===== config.mk =====
export PLATFORM = sky130hd
export DESIGN_NAME = alu_exec_unit_flat
export DESIGN_NICKNAME = d
export VERILOG_FILES = /design/src/rtl/alu_exec_if.sv /design/src/rtl/alu_exec_unit.sv /design/src/flat_wrapper.sv
export SDC_FILE = /design/constraint.sdc
export NUM_CORES = 1
export LEC_CHECK = 0
export BUFFER_PORTS_ARGS = -buffer_cell sky130_fd_sc_hd__buf_2
export CAP_MARGIN = 15
export CELL_PAD_IN_SITES_DETAIL_PLACEMENT = 2
export CELL_PAD_IN_SITES_GLOBAL_PLACEMENT = 2
export CORE_MARGIN = 3
export CORE_UTILIZATION = 36
export CTS_BUF_LIST = sky130_fd_sc_hd__clkbuf_4
export CTS_CLUSTER_DIAMETER = 150
export DETAILED_ROUTE_END_ITERATION = 8
export PLACE_DENSITY_LB_ADDON = 0.1
export SYNTH_ARGS = -nofsm -noshare
export SYNTH_HDL_FRONTEND = slang
export SYNTH_SLANG_ARGS = --single-unit

===== constraint.sdc =====
create_clock -name clk -period 2.5 [get_ports clk]
set_input_delay 0.75 -clock clk [delete_from_list [all_inputs] [get_ports clk]]
set_output_delay 0.75 -clock clk [all_outputs]
set_load 0.05 [all_outputs]

===== src/rtl/alu_exec_if.sv =====
// Handshake and operand/result bundle between ALU control and the execute-stage ALU.
// The requester drives the request fields; the ALU drives status and result.
interface alu_exec_if #(
  parameter int unsigned WIDTH = 16
);
  logic             start;
  logic [2:0]       alu_ctrl;
  logic [WIDTH-1:0] a;
  logic [WIDTH-1:0] b;
  logic             busy;
  logic             done;
  logic [WIDTH-1:0] result;
  logic             zero;
  logic             ovf;

  modport master (
    output start, alu_ctrl, a, b,
    input  busy, done, result, zero, ovf
  );

  modport slave (
    input  start, alu_ctrl, a, b,
    output busy, done, result, zero, ovf
  );
endinterface


===== src/rtl/alu_exec_unit.sv =====
// Execute-stage ALU: single-cycle logic/arithmetic ops plus iterative one-bit-per-cycle
// logical shifts under a start/busy/done handshake. Result and flags are registered.
module alu_exec_unit #(
  parameter int unsigned WIDTH = 16,
  parameter int unsigned SHW   = 4
) (
  input logic       clk,
  input logic       rst_n,
  alu_exec_if.slave bus
);

  localparam logic [0:0] IDLE  = 1'b0;
  localparam logic [0:0] SHIFT = 1'b1;

  localparam logic [2:0] OP_ADD = 3'd0;
  localparam logic [2:0] OP_SUB = 3'd1;
  localparam logic [2:0] OP_NOT = 3'd2;
  localparam logic [2:0] OP_SLL = 3'd3;
  localparam logic [2:0] OP_SRL = 3'd4;
  localparam logic [2:0] OP_AND = 3'd5;
  localparam logic [2:0] OP_OR  = 3'd6;
  localparam logic [2:0] OP_SLT = 3'd7;

  logic [0:0]       state, state_nxt;
  logic             busy_q, busy_nxt;
  logic             done_q, done_nxt;
  logic             zero_q, zero_nxt;
  logic             ovf_q, ovf_nxt;
  logic             left_q, left_nxt;
  logic [WIDTH-1:0] result_q, result_nxt;
  logic [WIDTH-1:0] work_q, work_nxt;
  logic [SHW-1:0]   cnt_q, cnt_nxt;

  logic [WIDTH-1:0] sum_c, diff_c, alu_res_c, work_step_c;
  logic [SHW-1:0]   shamt_c;
  logic             alu_ovf_c, is_shift_c;

  // Single-cycle datapath on the live operands
  always_comb begin
    sum_c      = bus.a + bus.b;
    diff_c     = bus.a - bus.b;
    shamt_c    = bus.b[SHW-1:0];
    is_shift_c = (bus.alu_ctrl == OP_SLL) || (bus.alu_ctrl == OP_SRL);
    alu_res_c  = '0;
    alu_ovf_c  = 1'b0;
    case (bus.alu_ctrl)
      OP_ADD: begin
        alu_res_c = sum_c;
        alu_ovf_c = (bus.a[WIDTH-1] == bus.b[WIDTH-1]) && (sum_c[WIDTH-1] != bus.a[WIDTH-1]);
      end
      OP_SUB: begin
        alu_res_c = diff_c;
        alu_ovf_c = (bus.a[WIDTH-1] != bus.b[WIDTH-1]) && (diff_c[WIDTH-1] != bus.a[WIDTH-1]);
      end
      OP_NOT:  alu_res_c = ~bus.a;
      OP_SLL:  alu_res_c = bus.a;  // only reached with a zero shift amount
      OP_SRL:  alu_res_c = bus.a;
      OP_AND:  alu_res_c = bus.a & bus.b;
      OP_OR:   alu_res_c = bus.a | bus.b;
      OP_SLT:  alu_res_c = WIDTH'(($signed(bus.a) < $signed(bus.b)) ? 1'b1 : 1'b0);
      default: alu_res_c = '0;
    endcase
  end

  assign work_step_c = left_q ? (work_q << 1) : (work_q >> 1);

  // Next-state and registered-output logic
  always_comb begin
    state_nxt  = state;
    busy_nxt   = busy_q;
    done_nxt   = 1'b0;
    zero_nxt   = zero_q;
    ovf_nxt    = ovf_q;
    left_nxt   = left_q;
    result_nxt = result_q;
    work_nxt   = work_q;
    cnt_nxt    = cnt_q;
    case (state)
      IDLE: begin
        if (bus.start) begin
          if (is_shift_c && (shamt_c != '0)) begin
            work_nxt  = bus.a;
            cnt_nxt   = shamt_c;
            left_nxt  = (bus.alu_ctrl == OP_SLL);
            busy_nxt  = 1'b1;
            state_nxt = SHIFT;
          end else begin
            result_nxt = alu_res_c;
            zero_nxt   = (alu_res_c == '0);
            ovf_nxt    = alu_ovf_c;
            done_nxt   = 1'b1;
          end
        end
      end
      SHIFT: begin
        work_nxt = work_step_c;
        cnt_nxt  = cnt_q - SHW'(1);
        if (cnt_q == SHW'(1)) begin
          result_nxt = work_step_c;
          zero_nxt   = (work_step_c == '0);
          ovf_nxt    = 1'b0;
          done_nxt   = 1'b1;
          busy_nxt   = 1'b0;
          state_nxt  = IDLE;
        end
      end
      default: state_nxt = IDLE;
    endcase
  end

  always_ff @(posedge clk or negedge rst_n) begin
    if (!rst_n) begin
      state    <= IDLE;
      busy_q   <= 1'b0;
      done_q   <= 1'b0;
      zero_q   <= 1'b1;
      ovf_q    <= 1'b0;
      left_q   <= 1'b0;
      result_q <= '0;
      work_q   <= '0;
      cnt_q    <= '0;
    end else begin
      state    <= state_nxt;
      busy_q   <= busy_nxt;
      done_q   <= done_nxt;
      zero_q   <= zero_nxt;
      ovf_q    <= ovf_nxt;
      left_q   <= left_nxt;
      result_q <= result_nxt;
      work_q   <= work_nxt;
      cnt_q    <= cnt_nxt;
    end
  end

  assign bus.busy   = busy_q;
  assign bus.done   = done_q;
  assign bus.result = result_q;
  assign bus.zero   = zero_q;
  assign bus.ovf    = ovf_q;

endmodule


===== src/flat_wrapper.sv =====
// flat-port wrapper written by rule: the top's interface ports become plain ports
module alu_exec_unit_flat 
#(
  parameter int unsigned WIDTH = 16,
  parameter int unsigned SHW   = 4
)
  (clk, rst_n, bus_start, bus_alu_ctrl, bus_a, bus_b, bus_busy, bus_done, bus_result, bus_zero, bus_ovf);
  alu_exec_if #(.WIDTH(WIDTH)) bus_i ();
  input logic clk;
  input logic rst_n;
  input wire logic [$bits(bus_i.start)-1:0] bus_start;
  input wire logic [$bits(bus_i.alu_ctrl)-1:0] bus_alu_ctrl;
  input wire logic [$bits(bus_i.a)-1:0] bus_a;
  input wire logic [$bits(bus_i.b)-1:0] bus_b;
  output wire logic [$bits(bus_i.busy)-1:0] bus_busy;
  output wire logic [$bits(bus_i.done)-1:0] bus_done;
  output wire logic [$bits(bus_i.result)-1:0] bus_result;
  output wire logic [$bits(bus_i.zero)-1:0] bus_zero;
  output wire logic [$bits(bus_i.ovf)-1:0] bus_ovf;
  assign bus_i.start = bus_start;
  assign bus_i.alu_ctrl = bus_alu_ctrl;
  assign bus_i.a = bus_a;
  assign bus_i.b = bus_b;
  assign bus_busy = bus_i.busy;
  assign bus_done = bus_i.done;
  assign bus_result = bus_i.result;
  assign bus_zero = bus_i.zero;
  assign bus_ovf = bus_i.ovf;
  alu_exec_unit #(.WIDTH(WIDTH), .SHW(SHW)) u_core (.clk(clk), .rst_n(rst_n), .bus(bus_i));
endmodule

==> results.json, run 1 <==
{
  "status": "did not finish",
  "lastStage": "detailed placement (3_5_place_dp)",
  "tool.error": "[ERROR DPL-0033] detailed placement checks failed during check placement.",
  "synthFlopType": "dfrtp_1",
  "synth_cells": 656,
  "ys_types": 78,
  "io_pins": 58,
  "synth_seq_area_share_pct": 21.18,
  "synth_nets": 746,
  "synth.top_cell.area_share_pct": 20.65,
  "yosys.area.top_type": "dfrtp_1",
  "syn_area_sq_um": 4967,
  "synth_area_per_cell_sq_um": 7.572,
  "place.gp.congestion": 0.9624,
  "synth-edff-count": 0,
  "async_flop_share_pct": 100.0,
  "ys_ff_latch": 42,
  "synth_area_leaders": "dfrtp_1 (21%), ha_1 (13%), a21oi_1 (6.2%)",
  "portBuffers": 57,
  "yosysWarnings": 0,
  "chipHeight_um": 123.5,
  "yosysMostFrequentCell": "nand2_1",
  "initial_core_util_pct": 37.21,
  "ys_top_cells_by_count": "nand2_1 (68), a21oi_1 (62), nor2_1 (58), inv_1 (55), ha_1 (50)",
  "dp.final_hpwl_um": 22490,
  "fp.dieW_um": 123.5,
  "placementRows": 42
}
stage by stage:
step	setup slack [ns]	cell area [sq um]	TNS (ns)	hold WS [ns]	std cells
2_1_floorplan	-0.5466	5181	-2.662	0.4544	656
3_3_place_gp	-0.9548	6950	-13.35	0.4611	1041
kinds of logic after synthesis:
group / after synthesis / synth area share, %
muxes: 18 / 3.728
DFF: 42 / 21.18
and+or+nand+nor: 209 / 20.03
buffers and inverters: 97 / 8.564
adders and majority gates: 52 / 13.40
AOI/OAI and AO/OA: 229 / 31.51
xor gates and xnor gates: 9 / 1.587
==> run 2, diff against run 1 <==
CELL_PAD_IN_SITES_DETAIL_PLACEMENT = unset   (was 2)
CELL_PAD_IN_SITES_GLOBAL_PLACEMENT = unset   (was 2)
CTS_BUF_LIST = unset   (was sky130_fd_sc_hd__clkbuf_4)
CTS_CLUSTER_DIAMETER = unset   (was 150)
PLACE_DENSITY_LB_ADDON = 0.15   (was 0.1)
==> run 2 against run 1 <==
The flow now finishes, with violations (negative setup slack). Area after synthesis stayed put. Synthesized cell count stayed put.
==> results.json, run 2 <==
{
  "cts_buffers": 5,
  "place.gp.congestion": 0.9480,
  "multi_input_area_sq_um": 3981,
  "initial_core_util_pct": 37.21,
  "fmaxAchievable_mhz": 324.0,
  "root_buffer": "clkbuf_16",
  "cts_tree": "yes",
  "nets": 960,
  "path_max_fanout": 3,
  "ys_ff_latch": 42,
  "cts.sinks": 42,
  "grt_pass1_vias": 5504,
  "dieArea_sq_um": 15240,
  "fp.dieW_um": 123.5,
  "synth_seq_area_share_pct": 21.18,
  "grt_start_max_net_pins": 50,
  "fill_cells": 1241,
  "min_path_type": "reg -> reg",
  "cpPeakStageDelay_ns": 0.37,
  "p_per_area_nw_per_um2": 685.0,
  "cts.reportedPaths.clkPinSlew_ns": 0.06,
  "diodes": 0,
  "crit_path_end_kind": "register",
  "final_max_slew_viol_count": 0,
  "layout_commonest_cell": "buf_4",
  "synth_area_per_cell_sq_um": 7.572,
  "yosysWarnings": 0,
  "fin_cells": 1047,
  "synth_nets": 746,
  "portBuffers": 57,
  "period_minus_slack_ns": 3.086,
  "skew_ns": 0.003825,
  "route.detailed.drc": 0,
  "io_pins": 58,
  "dp_cells": 1029,
  "chipHeight_um": 123.5,
  "path_class": "in -> reg",
  "setup_ws_ns": -0.5861,
  "slowest_stage": "fa_2",
  "synth_cells": 656,
  "drive_gt1_share_pct": 39.27,
  "coreArea_sq_um": 13350,
  "vias": 5846,
  "status": "finished, violations left",
  "first_pass_iters": 5,
  "cap_violations": 0,
  "p_leak_nw": 3.421,
  "placementRows": 42,
  "ir_drop_mv": 0.4602,
  "globalRouteTotalUtil_pct": 23.64,
  "power_mw": 5.179,
  "slew_headroom_pct": 61.46,
  "regArea_sq_um": 1052,
  "ys_top_cells_by_count": "nand2_1 (68), a21oi_1 (62), nor2_1 (58), inv_1 (55), ha_1 (50)",
  "synth_area_leaders": "dfrtp_1 (21%), ha_1 (13%), a21oi_1 (6.2%)",
  "wl_per_cell_um": 17.73,
  "overflow": 0,
  "first_iter_violations": 498,
  "crit_chain": "buf_12 > ha_4 > fa_2 > a21oi_2 > o211ai_1 > buf_4 > a311oi_2 > o21ai_1 > o41ai_2 > a2111oi_1 > a311o_1 > nand3b_1 > o31ai_2",
  "dp.final_hpwl_um": 14690,
  "synth.top_cell.area_share_pct": 20.65,
  "startpoint_type": "primary input",
  "synthFlopType": "dfrtp_1",
  "tightest_slew_ns": 0.5746,
  "synth-edff-count": 0,
  "ys_types": 78,
  "final_cell_mix": "buf_4 (183), nand2_1 (67), nor2_1 (56), a21oi_1 (56), buf_2 (48)",
  "grt_pass1_wl_um": 28410,
  "async_flop_share_pct": 100.0,
  "clock_latency_ns": 0.29,
  "yosys.area.top_type": "dfrtp_1",
  "post-route-period-util_pct": 123.4,
  "syn_area_sq_um": 4967,
  "antenna_found_initial": 0,
  "crit_arrival_ns": 3.29,
  "ant_nets": 0,
  "setup_viol": 13,
  "violations": "negative setup slack",
  "required_ns": 2.71,
  "vias_per_cell": 5.584,
  "final_hold_viol_count": 0,
  "area_delta_synth_final_pct": 52.22,
  "clockBufferDepth": 2,
  "htree_levels": 2,
  "finalWirelength_um": 18560,
  "rsz0062_at_grt": "yes",
  "yosysMostFrequentCell": "nand2_1",
  "cp_top_family": "compound AO/OA/AOI/OAI gates",
  "cp_num_buf_inv": 2
}
run 2: power by group:
| part | switching (mW) | internal (mW) | leakage [nW] |
|---|---|---|---|
| clock | 0.264 | 0.499 | 0.0841 |
| sequential | 0.282 | 1.00 | 0.475 |
| combinational | 1.89 | 1.24 | 2.86 |
run 2: worst paths after layout:
kind | from | end | depth (start not counted) | slack [ns]
setup reg to reg | u_core.cnt_q[1] | u_core.bus.zero | 10 | 0.22
max in group asynchronous | rst_n | u_core.work_q[6] | 2 | 1.59
hold / removal | u_core.bus.result[6] | u_core.bus.result[6] | 2 | 0.50
setup / recovery | bus_a[0] | u_core.bus.zero | 13 | -0.59
hold reg to reg | u_core.bus.result[6] | u_core.bus.result[6] | 2 | 0.50
min in group asynchronous | rst_n | u_core.work_q[14] | 2 | 0.54
run 2: worst reg2reg max path, delay by kind of cell, from the launching register on:
kind                     cells  cell delay [ns]
buffers and inverters        1             0.10
AND/OR/NAND/NOR              4             0.82
AO/OA/AOI/OAI                4             0.75
adder cells (fa/ha/maj)      1             0.15
flip-flops                   1             0.39
run 2: through the flow:
step	setup slack (ns)	utilization, %	hold WS (ns)	TNS (ns)	instance area [sq um]
floorplan	-0.5466	-	0.4544	-2.662	5181
global placement	-0.9122	51.87	0.4765	-13.55	6923
CTS	-0.5225	55.32	0.5059	-3.941	7383
finish	-0.5861	56.65	0.5017	-4.252	7561
detailed placement	-0.9744	51.87	0.4889	-14.03	6923
global route	-0.7118	56.65	0.5204	-5.505	7561
run 2: cell type report:
class                   count  area share (%)
multi-input cells         517           52.66
repair buffers            249           25.12
clock buffers               7           1.886
well taps                 176           2.912
flip-flops and latches     42           13.92
inverters                  55           3.111
clock inverters             1          0.3972
run 2: logic make-up (layout without fill, tap and decap cells):
logic type,count (synthesis),after routing,synth area share [%]
AND/OR/NAND/NOR,209,209,20.03
buffers and inverters,97,312,8.564
flip-flops,42,42,21.18
multiplexers,18,18,3.728
AO/OA/AOI/OAI,229,229,31.51
adder cells (fa/ha/maj),52,52,13.40
XOR/XNOR,9,9,1.587
run 2: repair_timing:
item                       in CTS  in global routing
setup endpoints to repair      15                 15
hold buffers                    0                  0
buffers inserted                6                  8
resized for setup              53                 28
pin swaps                      36                 23
run 2: layer usage:
layer	vias to the layer above	part of all wire [%]	track usage, %
met5	-	0	0
met4	0	1.9	4.983
met3	23	4.5	2.653
met2	179	48	40.47
met1	2821	45	32.11
li1	2823	-	-
No activity file was read; power rests on OpenSTA's default activity.
==> run 3, diff against run 2 <==
CORE_ASPECT_RATIO = 0.75   (was unset)
SKIP_LAST_GASP = 1   (was unset)
==> run 3 against run 2 <==
The run still ends with negative setup slack left. Clock power down 19%. Final cell count increased by 1.2%. Global-route usage up 1.8 points. Worst setup slack got worse by 0.033 ns. Sequential power is essentially flat. Clock skew is essentially flat. Die area barely moved. Sequential cell count is the same. Via count rose by 1.8%.
==> results.json, run 3 (same netlist as run 2, synthesis figures left out) <==
{
  "status": "finished, violations left",
  "violations": "negative setup slack",
  "diodes": 0,
  "placementRows": 36,
  "regArea_sq_um": 1052,
  "dp_cells": 1040,
  "setup_ws_ns": -0.6190,
  "tightest_slew_ns": 0.6331,
  "ant_nets": 0,
  "coreArea_sq_um": 13240,
  "finalWirelength_um": 19480,
  "vias_per_cell": 5.612,
  "layout_commonest_cell": "buf_4",
  "drive_gt1_share_pct": 43.08,
  "p_per_area_nw_per_um2": 666.7,
  "first_iter_violations": 418,
  "crit_path_end_kind": "register",
  "fmaxAchievable_mhz": 320.6,
  "post-route-period-util_pct": 124.8,
  "cts_tree": "yes",
  "clockBufferDepth": 2,
  "route.detailed.drc": 0,
  "first_pass_iters": 5,
  "cpPeakStageDelay_ns": 0.39,
  "dieArea_sq_um": 15260,
  "dp.final_hpwl_um": 15500,
  "crit_arrival_ns": 3.32,
  "htree_levels": 2,
  "cts_buffers": 5,
  "startpoint_type": "primary input",
  "globalRouteTotalUtil_pct": 25.41,
  "area_delta_synth_final_pct": 55.69,
  "cts.sinks": 42,
  "io_pins": 58,
  "final_max_slew_viol_count": 0,
  "clock_latency_ns": 0.29,
  "final_cell_mix": "buf_4 (202), nand2_1 (68), nor2_1 (53), a21oi_1 (50), buf_2 (50)",
  "overflow": 0,
  "fp.dieW_um": 141.6,
  "final_hold_viol_count": 0,
  "ir_drop_mv": 0.6007,
  "grt_pass1_wl_um": 30820,
  "setup_viol": 14,
  "antenna_found_initial": 0,
  "initial_core_util_pct": 37.51,
  "p_leak_nw": 3.506,
  "slowest_stage": "a221o_1",
  "slew_headroom_pct": 57.80,
  "fill_cells": 1252,
  "chipHeight_um": 107.7,
  "wl_per_cell_um": 18.37,
  "cts.reportedPaths.clkPinSlew_ns": 0.06,
  "root_buffer": "clkbuf_16",
  "crit_chain": "buf_8 > clkinvlp_4 > ha_4 > a21o_1 > a221o_1 > o21a_2 > a21oi_4 > a221oi_2 > a221o_1 > nor4b_2 > nand3b_1 > o31ai_2",
  "required_ns": 2.71,
  "grt_pass1_vias": 5827,
  "cpMostUsedCell": "a221o_1",
  "grt_start_max_net_pins": 50,
  "cap_violations": 0,
  "rsz0062_at_grt": "yes",
  "fin_cells": 1060,
  "portBuffers": 57,
  "vias": 5949,
  "place.gp.congestion": 0.9741,
  "path_class": "in -> reg",
  "min_path_type": "in -> async",
  "multi_input_area_sq_um": 4114,
  "period_minus_slack_ns": 3.119,
  "hold_buffers": 0,
  "skew_ns": 0.003550,
  "pre_cts_ws_ns": -1.005,
  "path_max_fanout": 3,
  "nets": 979
}
## run 3: cell count changes in the layout (fill, tap and decap cells not counted), moves of 3 or more
cell,change
buf_6,+3
a21oi_1,-6
buf_12,-6
nor4_4,+4
buf_4,+19
o22ai_2,+3
nor2_1,-3
nor2_2,+4
a21oi_2,+5
o22ai_1,-3
## run 3: final cells by class
class | count | share of cell area [%]
inverter | 55 | 3.074
tap | 171 | 2.767
timing repair buffer | 268 | 25.61
sequential | 42 | 13.61
clock inverter | 2 | 0.1294
clock buffer | 5 | 1.618
multi-input combinational | 517 | 53.20
## run 3: per-layer routing
metal / track usage, % / up-vias / routed length, um
met4: 6.575 / 0 / 408
met1: 35.23 / 2857 / 9065
met3: 3.330 / 26 / 1101
met5: 0 / - / 0
li1: - / 2867 / -
met2: 41.75 / 199 / 8899
## run 3: power breakdown
group          internal [mW]  switching (mW)  total [mW]
registers               1.00           0.278        1.28
clock network          0.361           0.261       0.621
logic                   1.30            1.96        3.26
total                   2.66            2.50        5.16
## run 3: worst max-delay path, delay by kind of cell
| family | cells | cell delay [ns] |
|---|---|---|
| AO/OA/AOI/OAI | 7 | 1.65 |
| AND/OR/NAND/NOR | 2 | 0.44 |
| adder cells (fa/ha/maj) | 1 | 0.27 |
| buffers and inverters | 2 | 0.20 |
## run 3: final timing paths
path | start | to | slack [ns] | cells after the start
min in group clk | u_core.bus.result[10] | u_core.bus.result[10] | 0.49 | 2
worst min-delay path | rst_n | u_core.bus.result[11] | 0.48 | 1
worst max-delay path | bus_b[1] | u_core.bus.zero | -0.62 | 12
max in group asynchronous | rst_n | u_core.bus.zero | 1.35 | 2
worst min register to register | u_core.bus.result[10] | u_core.bus.result[10] | 0.49 | 2
worst max register to register | u_core.cnt_q[1] | u_core.bus.zero | 0.21 | 10
## run 3: through the flow
step | total power, mW | setup TNS (ns) | cell area (sq um) | util, % | hold WS (ns)
finish | 5.156 | -4.974 | 7734 | 58.40 | 0.4811
global route | 5.509 | -6.331 | 7734 | 58.40 | 0.5176
CTS | 5.067 | -4.643 | 7533 | 56.89 | 0.4875
detailed placement | 4.224 | -14.98 | 6962 | 52.57 | 0.4741
global placement | 4.178 | -14.14 | 6962 | 52.57 | 0.4649
floorplan | 3.174 | -2.662 | 5181 | - | 0.4544
## run 3: repair_timing
action,4_1_cts,5_1_grt
resized for setup,66,46
buffers inserted,14,9
endpoints found under the setup margin,16,25
pin swaps,43,31
